`config.mk`:
```
export PLATFORM = sky130hd
export DESIGN_NAME = ifetch32_hs
export DESIGN_NICKNAME = d
export VERILOG_FILES = /design/src/rtl/mips_pkg.sv /design/src/rtl/npc_sel.sv /design/src/rtl/ifetch32_hs.sv
export SDC_FILE = /design/constraint.sdc
export NUM_CORES = 1
export LEC_CHECK = 0
export BUFFER_PORTS_ARGS = -buffer_cell sky130_fd_sc_hd__buf_2
export CORE_AREA = 2 2 111 113
export DETAILED_ROUTE_END_ITERATION = 12
export DIE_AREA = 0 0 113 115
export PLACE_DENSITY = 0.86
export SLEW_MARGIN = 20
export SYNTH_ARGS = -nofsm -noshare
export SYNTH_HDL_FRONTEND = slang
export SYNTH_SLANG_ARGS = --single-unit
export TNS_END_PERCENT = 100
```
`constraint.sdc`:
```
create_clock -name clk -period 7 [get_ports clk]
set_input_delay 0 -clock clk [delete_from_list [all_inputs] [get_ports clk]]
set_output_delay 0 -clock clk [all_outputs]
set_load 0.1 [all_outputs]
```
`src/rtl/mips_pkg.sv`:
```
// Shared types and constants for the MIPS instruction-fetch slice:
// fetch FSM states, jump opcodes, redirect control bundle and default reset PC.
package mips_pkg;

  typedef enum logic [1:0] {
    FETCH = 2'd0,
    VALID = 2'd1,
    ERROR = 2'd2
  } fetch_state_e;

  localparam logic [5:0]  OP_J             = 6'b000010;
  localparam logic [5:0]  OP_JAL           = 6'b000011;
  localparam logic [31:0] DEFAULT_RESET_PC = 32'h0000_0000;

  typedef struct packed {
    logic branch;
    logic nbranch;
    logic zero;
    logic jmp;
    logic jal;
    logic jr;
  } redirect_t;

  // Pseudo-direct jump target: upper nibble of PC+4, 26-bit index, word aligned.
  function automatic logic [31:0] jump_target(input logic [31:0] pc4,
                                              input logic [25:0] instr_index);
    return {pc4[31:28], instr_index, 2'b00};
  endfunction

endpackage

```
`src/rtl/npc_sel.sv`:
```
// Combinational next-PC selection for the held instruction, plus the
// misaligned register-jump flag.
module npc_sel
  import mips_pkg::*;
(
  input  logic [31:0] opcplus4_i,
  input  logic [25:0] instr_index_i,
  input  logic [31:0] sign_extend_i,
  input  logic [31:0] read_data_1_i,
  input  redirect_t   redirect_i,
  output logic [31:0] next_pc_o,
  output logic        jr_misalign_o
);

  logic        branch_taken;
  logic [31:0] branch_target;

  assign branch_taken  = (redirect_i.branch  &  redirect_i.zero) |
                         (redirect_i.nbranch & ~redirect_i.zero);
  assign branch_target = opcplus4_i + (sign_extend_i << 2);

  // Register jump wins over jumps, jumps win over branches.
  always_comb begin
    if (redirect_i.jr) begin
      next_pc_o = {read_data_1_i[31:2], 2'b00};
    end else if (redirect_i.jmp | redirect_i.jal) begin
      next_pc_o = jump_target(opcplus4_i, instr_index_i);
    end else if (branch_taken) begin
      next_pc_o = branch_target;
    end else begin
      next_pc_o = opcplus4_i;
    end
  end

  assign jr_misalign_o = redirect_i.jr & (|read_data_1_i[1:0]);

endmodule

```
`src/rtl/ifetch32_hs.sv`:
```
// Handshaked 32-bit instruction fetch unit: requests a word at PC, holds it
// for the decoder until advanced, redirects PC, and traps on memory timeout.
module ifetch32_hs
  import mips_pkg::*;
#(
  parameter logic [31:0] RESET_PC = DEFAULT_RESET_PC,
  parameter int          TIMEOUT  = 16
) (
  input  logic        clk,
  input  logic        rst,
  output logic        imem_req,
  output logic [31:0] imem_addr,
  input  logic        imem_ack,
  input  logic [31:0] imem_rdata,
  output logic [31:0] Instruction,
  output logic [31:0] opcplus4,
  output logic        inst_valid,
  input  logic        advance,
  input  logic        Branch,
  input  logic        nBranch,
  input  logic        Zero,
  input  logic        Jmp,
  input  logic        Jal,
  input  logic        Jr,
  input  logic [31:0] Sign_extend,
  input  logic [31:0] read_data_1,
  output logic        misalign,
  output logic        imem_err
);

  localparam int              WAIT_W    = $clog2(TIMEOUT + 1);
  localparam logic [WAIT_W-1:0] WAIT_LAST = WAIT_W'(TIMEOUT - 1);

  fetch_state_e      state_q,    state_d;
  logic [31:0]       pc_q,       pc_d;
  logic [31:0]       instr_q,    instr_d;
  logic [31:0]       opc4_q,     opc4_d;
  logic              valid_q,    valid_d;
  logic              misalign_q, misalign_d;
  logic              err_q,      err_d;
  logic [WAIT_W-1:0] wait_q,     wait_d;

  logic [31:0] next_pc;
  logic        jr_misalign;
  redirect_t   redirect;

  assign redirect = '{branch:  Branch,  nbranch: nBranch, zero: Zero,
                      jmp:     Jmp,     jal:     Jal,     jr:   Jr};

  npc_sel u_npc_sel (
    .opcplus4_i    (opc4_q),
    .instr_index_i (instr_q[25:0]),
    .sign_extend_i (Sign_extend),
    .read_data_1_i (read_data_1),
    .redirect_i    (redirect),
    .next_pc_o     (next_pc),
    .jr_misalign_o (jr_misalign)
  );

  always_comb begin
    // NOTE: every variable gets its hold value first so no path infers a latch.
    state_d    = state_q;
    pc_d       = pc_q;
    instr_d    = instr_q;
    opc4_d     = opc4_q;
    valid_d    = valid_q;
    wait_d     = wait_q;
    misalign_d = 1'b0;
    err_d      = err_q;

    unique case (state_q)
      FETCH: begin
        if (imem_ack) begin
          instr_d = imem_rdata;
          opc4_d  = pc_q + 32'd4;
          valid_d = 1'b1;
          wait_d  = '0;
          state_d = VALID;
        end else if (wait_q == WAIT_LAST) begin
          err_d   = 1'b1;
          state_d = ERROR;
        end else begin
          wait_d  = wait_q + 1'b1;
        end
      end
      VALID: begin
        if (advance) begin
          pc_d       = next_pc;
          valid_d    = 1'b0;
          wait_d     = '0;
          misalign_d = jr_misalign;
          state_d    = FETCH;
        end
      end
      ERROR: begin
        // Frozen until reset; inputs deliberately ignored.
      end
      default: state_d = FETCH;
    endcase
  end

  always_ff @(posedge clk) begin
    // NOTE: reset is synchronous, so it lives inside the clocked branch only.
    if (!rst) begin
      state_q    <= FETCH;
      pc_q       <= RESET_PC;
      instr_q    <= '0;
      opc4_q     <= '0;
      valid_q    <= 1'b0;
      misalign_q <= 1'b0;
      err_q      <= 1'b0;
      wait_q     <= '0;
    end else begin
      state_q    <= state_d;
      pc_q       <= pc_d;
      instr_q    <= instr_d;
      opc4_q     <= opc4_d;
      valid_q    <= valid_d;
      misalign_q <= misalign_d;
      err_q      <= err_d;
      wait_q     <= wait_d;
    end
  end

  // Request is gated by reset so memory never sees a request while held in reset.
  assign imem_req    = rst & (state_q == FETCH);
  assign imem_addr   = pc_q;
  assign Instruction = instr_q;
  assign opcplus4    = opc4_q;
  assign inst_valid  = valid_q;
  assign misalign    = misalign_q;
  assign imem_err    = err_q;

endmodule

```
==> summary.md <==
| Metric | Value |
|---|---|
| Status | `complete, but fails checks` |
| Failing checks | `DRC` |
| WL final | `between 20000 and 25000 um` |
| Num rows | `40` |
| N_diodes | `0` |
| Max Slew Vio Count | `0` |
| Peak VDD IR | `between 0.15 and 0.2 mV` |
| Gate Count Post-Synth | `approximately 860` |
| Crit path capture type | `flop` |
| Multi-input gate area | `4144 um2` |
| Die ar. | `roughly 13000 um2` |
| Register area share after synthesis | `between 30% and 40%` |
| Tightest Pin Transition | `between 0.7 and 0.8 ns` |
| Rel. slew slack | `around half` |
| Crit path DAT | `between 3 and 4 ns` |
| Dpl hpwl | `approximately 15000 um` |
| Number of synthesized flops with an enable pin | `0` |
| Fmax | `just over 300 MHz` |
| GRT Total Usage | `32.37%` |
| Syn nets | `roughly 1000` |
| # nets final | `about 1200` |
| Initial drt markers | `850` |
| Starting Density | `a little under three fifths` |
| Synth Register Bits | `106` |
| Int Pwr | `1.058 mW` |
| Min Tclk post-route | `3.251 ns` |
| Die Height | `approximately 120 um` |
| YS warnings | `0` |
| Placer Congestion | `just under 1` |
| Setup bufs post-CTS | `0` |
| Logic gate share of total power | `36.9%` |
| Initial antenna violation count | `0` |
| First-pass GRT wire length | `~34000 um` |
| Max clock buf depth | `2` |
| Ys flop type | `dfxtp_1` |
| Max Cap Violations | `0` |
| DIE WIDTH | `113 um` |
| RSZ-0062 raised after global routing | `false` |
| H-tree Lvls | `3` |
| Sw frac | `roughly two fifths` |
| Io pins | `between 200 and 250` |
| Power Dens Cells | `218.2 nW/um2` |
| Register share of total power | `about 38%` |
| Fin Clk Skew | `0.005399 ns` |
| CTS tree | `built` |
| Global route total overflow | `0` |
| Core area | `~12000 um2` |
| WS Path Type | `flop to flop` |
| Largest net degree at the start of global routing | `80` |
| Worst hold path class | `input port to flop` |
| Post-synth top area share | `32.59%` |
| Final Hold Viols | `0` |
| Switch Pwr | `around 0.75 mW` |
| CP startpoint kind | `flop` |
| Via total after detailed routing | `between 7000 and 8000` |
| WP data required | `between 7 and 8 ns` |
| Leading area contributor after synthesis | `dfxtp_1` |
| Mapped Area | `approximately 6500 um2` |
| Leak | `3.660 nW` |
| Asr flop ratio synth | `0%` |
| CTS Sinks | `106` |
| Post-CTS resize count | `0` |
| Count leader, synth | `nand2_1` |
| Clock insertion delay at the later pin of the skew report | `approximately 0.35 ns` |
| Setup TNS | `0 ns` |
| Clock share of power | `25.1%` |
| Area growth syn-to-layout | `27.33%` |
| Share of cells above drive strength 1 | `about 22%` |
| Average routed wire per standard cell | `~18 um` |
| Vias per inst | `slightly above 6` |
| Clk pin slew, worst setup/hold paths | `about 0.07 ns` |
| Root Buffer Master | `clkbuf_16` |
| Hold Buf Count CTS | `48` |
| DRT antenna net count | `0` |
| Hold WS | `0.02074 ns` |
| CTS Buf Count | `9` |
| Fin crit share | `between 40% and 50%` |
| Fill cells | `between 900 and 1000` |
| Main area contributors after synthesis | `dfxtp_1 (33%), nand2_1 (8.3%), a21oi_1 (7.2%)` |
| DR pass1 iterations | `9` |
| Count of cell types in the netlist | `60` |
| Syn Area/Cell | `roughly 7.6 um2` |
| IO buf count | `roughly 200` |
| Finish-stage setup viols | `0` |
| Synth top cells by count | `nand2_1 (144), dfxtp_1 (106), a21oi_1 (94)` |
| DR DRC count | `8` |
| Crit-path max FO | `4` |
| FF+latch area | `2122 um2` |
| Vias in the first global route | `between 6000 and 7000` |
## layer usage
layer | track usage, % | part of all wire [%] | vias up
li1 | - | - | 3542
met3 | 5.271 | 10 | 64
met1 | 44.23 | 42 | 3388
met4 | 12.36 | 3.0 | 0
met5 | 0 | 0 | -
met2 | 51.74 | 45 | 435
## layout make-up
type / instances / share of cell area [%]
Tap cell: 147 / 2.219
Clock buffer: 12 / 2.852
Multi-Input combinational cell: 691 / 49.98
Clock inverter: 3 / 0.2113
Sequential cell: 106 / 25.60
Timing Repair Buffer: 259 / 18.77
Inverter: 8 / 0.3622
## layout by cell type, fill, tap and decap left out, drive strengths merged, types with 3 or more instances in the layout
cell type,count
a211oi,37
a21o,17
a21oi,96
a311oi,10
a31oi,4
and2,3
and3,14
buf,211
clkbuf,12
dfxtp,106
dlygate4sd3,48
ha,32
inv,8
mux2i,6
nand2,144
nand2b,6
nand3,22
nand4,10
nor2,89
nor3,19
o2111ai,3
o211ai,25
o21a,10
o21ai,51
o21bai,3
o311ai,3
or3,9
xnor2,16
xor2,29
## critical path: stages (launching register included)
cell and delay (ns):
dfxtp_1 0.34, ha_1 0.26, fa_1 0.42, a21o_1 0.20, nand4_1 0.17, a211oi_2 0.12, o311a_1 0.39, o31a_1 0.32
a2111oi_4 0.35, o21ai_1 0.17, a21oi_2 0.17, xor2_1 0.15, o21ai_1 0.08
## per-stage QoR
step / setup slack [ns] / std cells / cell area, um2 / total power [mW] / util (%)
floorplan: 3.539 / 862 / 6511 / 1.195 / -
global placement: 3.858 / 1163 / 7556 / 1.325 / 63.97
detailed placement: 3.804 / 1163 / 7556 / 1.331 / 63.97
CTS: 3.776 / 1226 / 8290 / 1.797 / 70.19
global route: 3.604 / 1226 / 8290 / 1.880 / 70.19
finish: 3.749 / 1226 / 8290 / 1.809 / 70.19
## power groups by stage
| stage | registers, mW | logic, mW | clock network (mW) |
|---|---|---|---|
| global placement | 0.697 | 0.628 | 0 |
| floorplan | 0.946 | 0.250 | 0 |
| CTS | 0.685 | 0.657 | 0.455 |
| global route | 0.692 | 0.706 | 0.483 |
| finish | 0.687 | 0.667 | 0.455 |
| detailed placement | 0.698 | 0.633 | 0 |
## flip-flops by register name (all words and copies together) (netlist names)
| name | cells |
|---|---|
| wait_q | 5 |
| imem_err | 1 |
| inst_valid | 1 |
| Instruction | 32 |
| misalign | 1 |
| imem_addr | 32 |
| state_q | 2 |
| opcplus4 | 32 |
## kinds of logic after synthesis
kind of cell	after synthesis	synth area share, %
AND/OR/NAND/NOR	326	21.73
AO/OA/AOI/OAI	280	28.15
flip-flops	106	32.59
buffers and inverters	65	3.920
XOR/XNOR	45	6.053
adder cells (fa/ha/maj)	33	6.457
multiplexers	7	1.095
## final timing paths
path,start,end,slack [ns],depth (start not counted)
setup / recovery,opcplus4[2],imem_addr[30],3.75,12
hold / removal,read_data_1[22],imem_addr[22],0.02,3
setup reg to reg,opcplus4[2],imem_addr[30],3.75,12
hold reg to reg,Instruction[30],Instruction[30],0.46,2
Power figures use the tool's default switching activity.
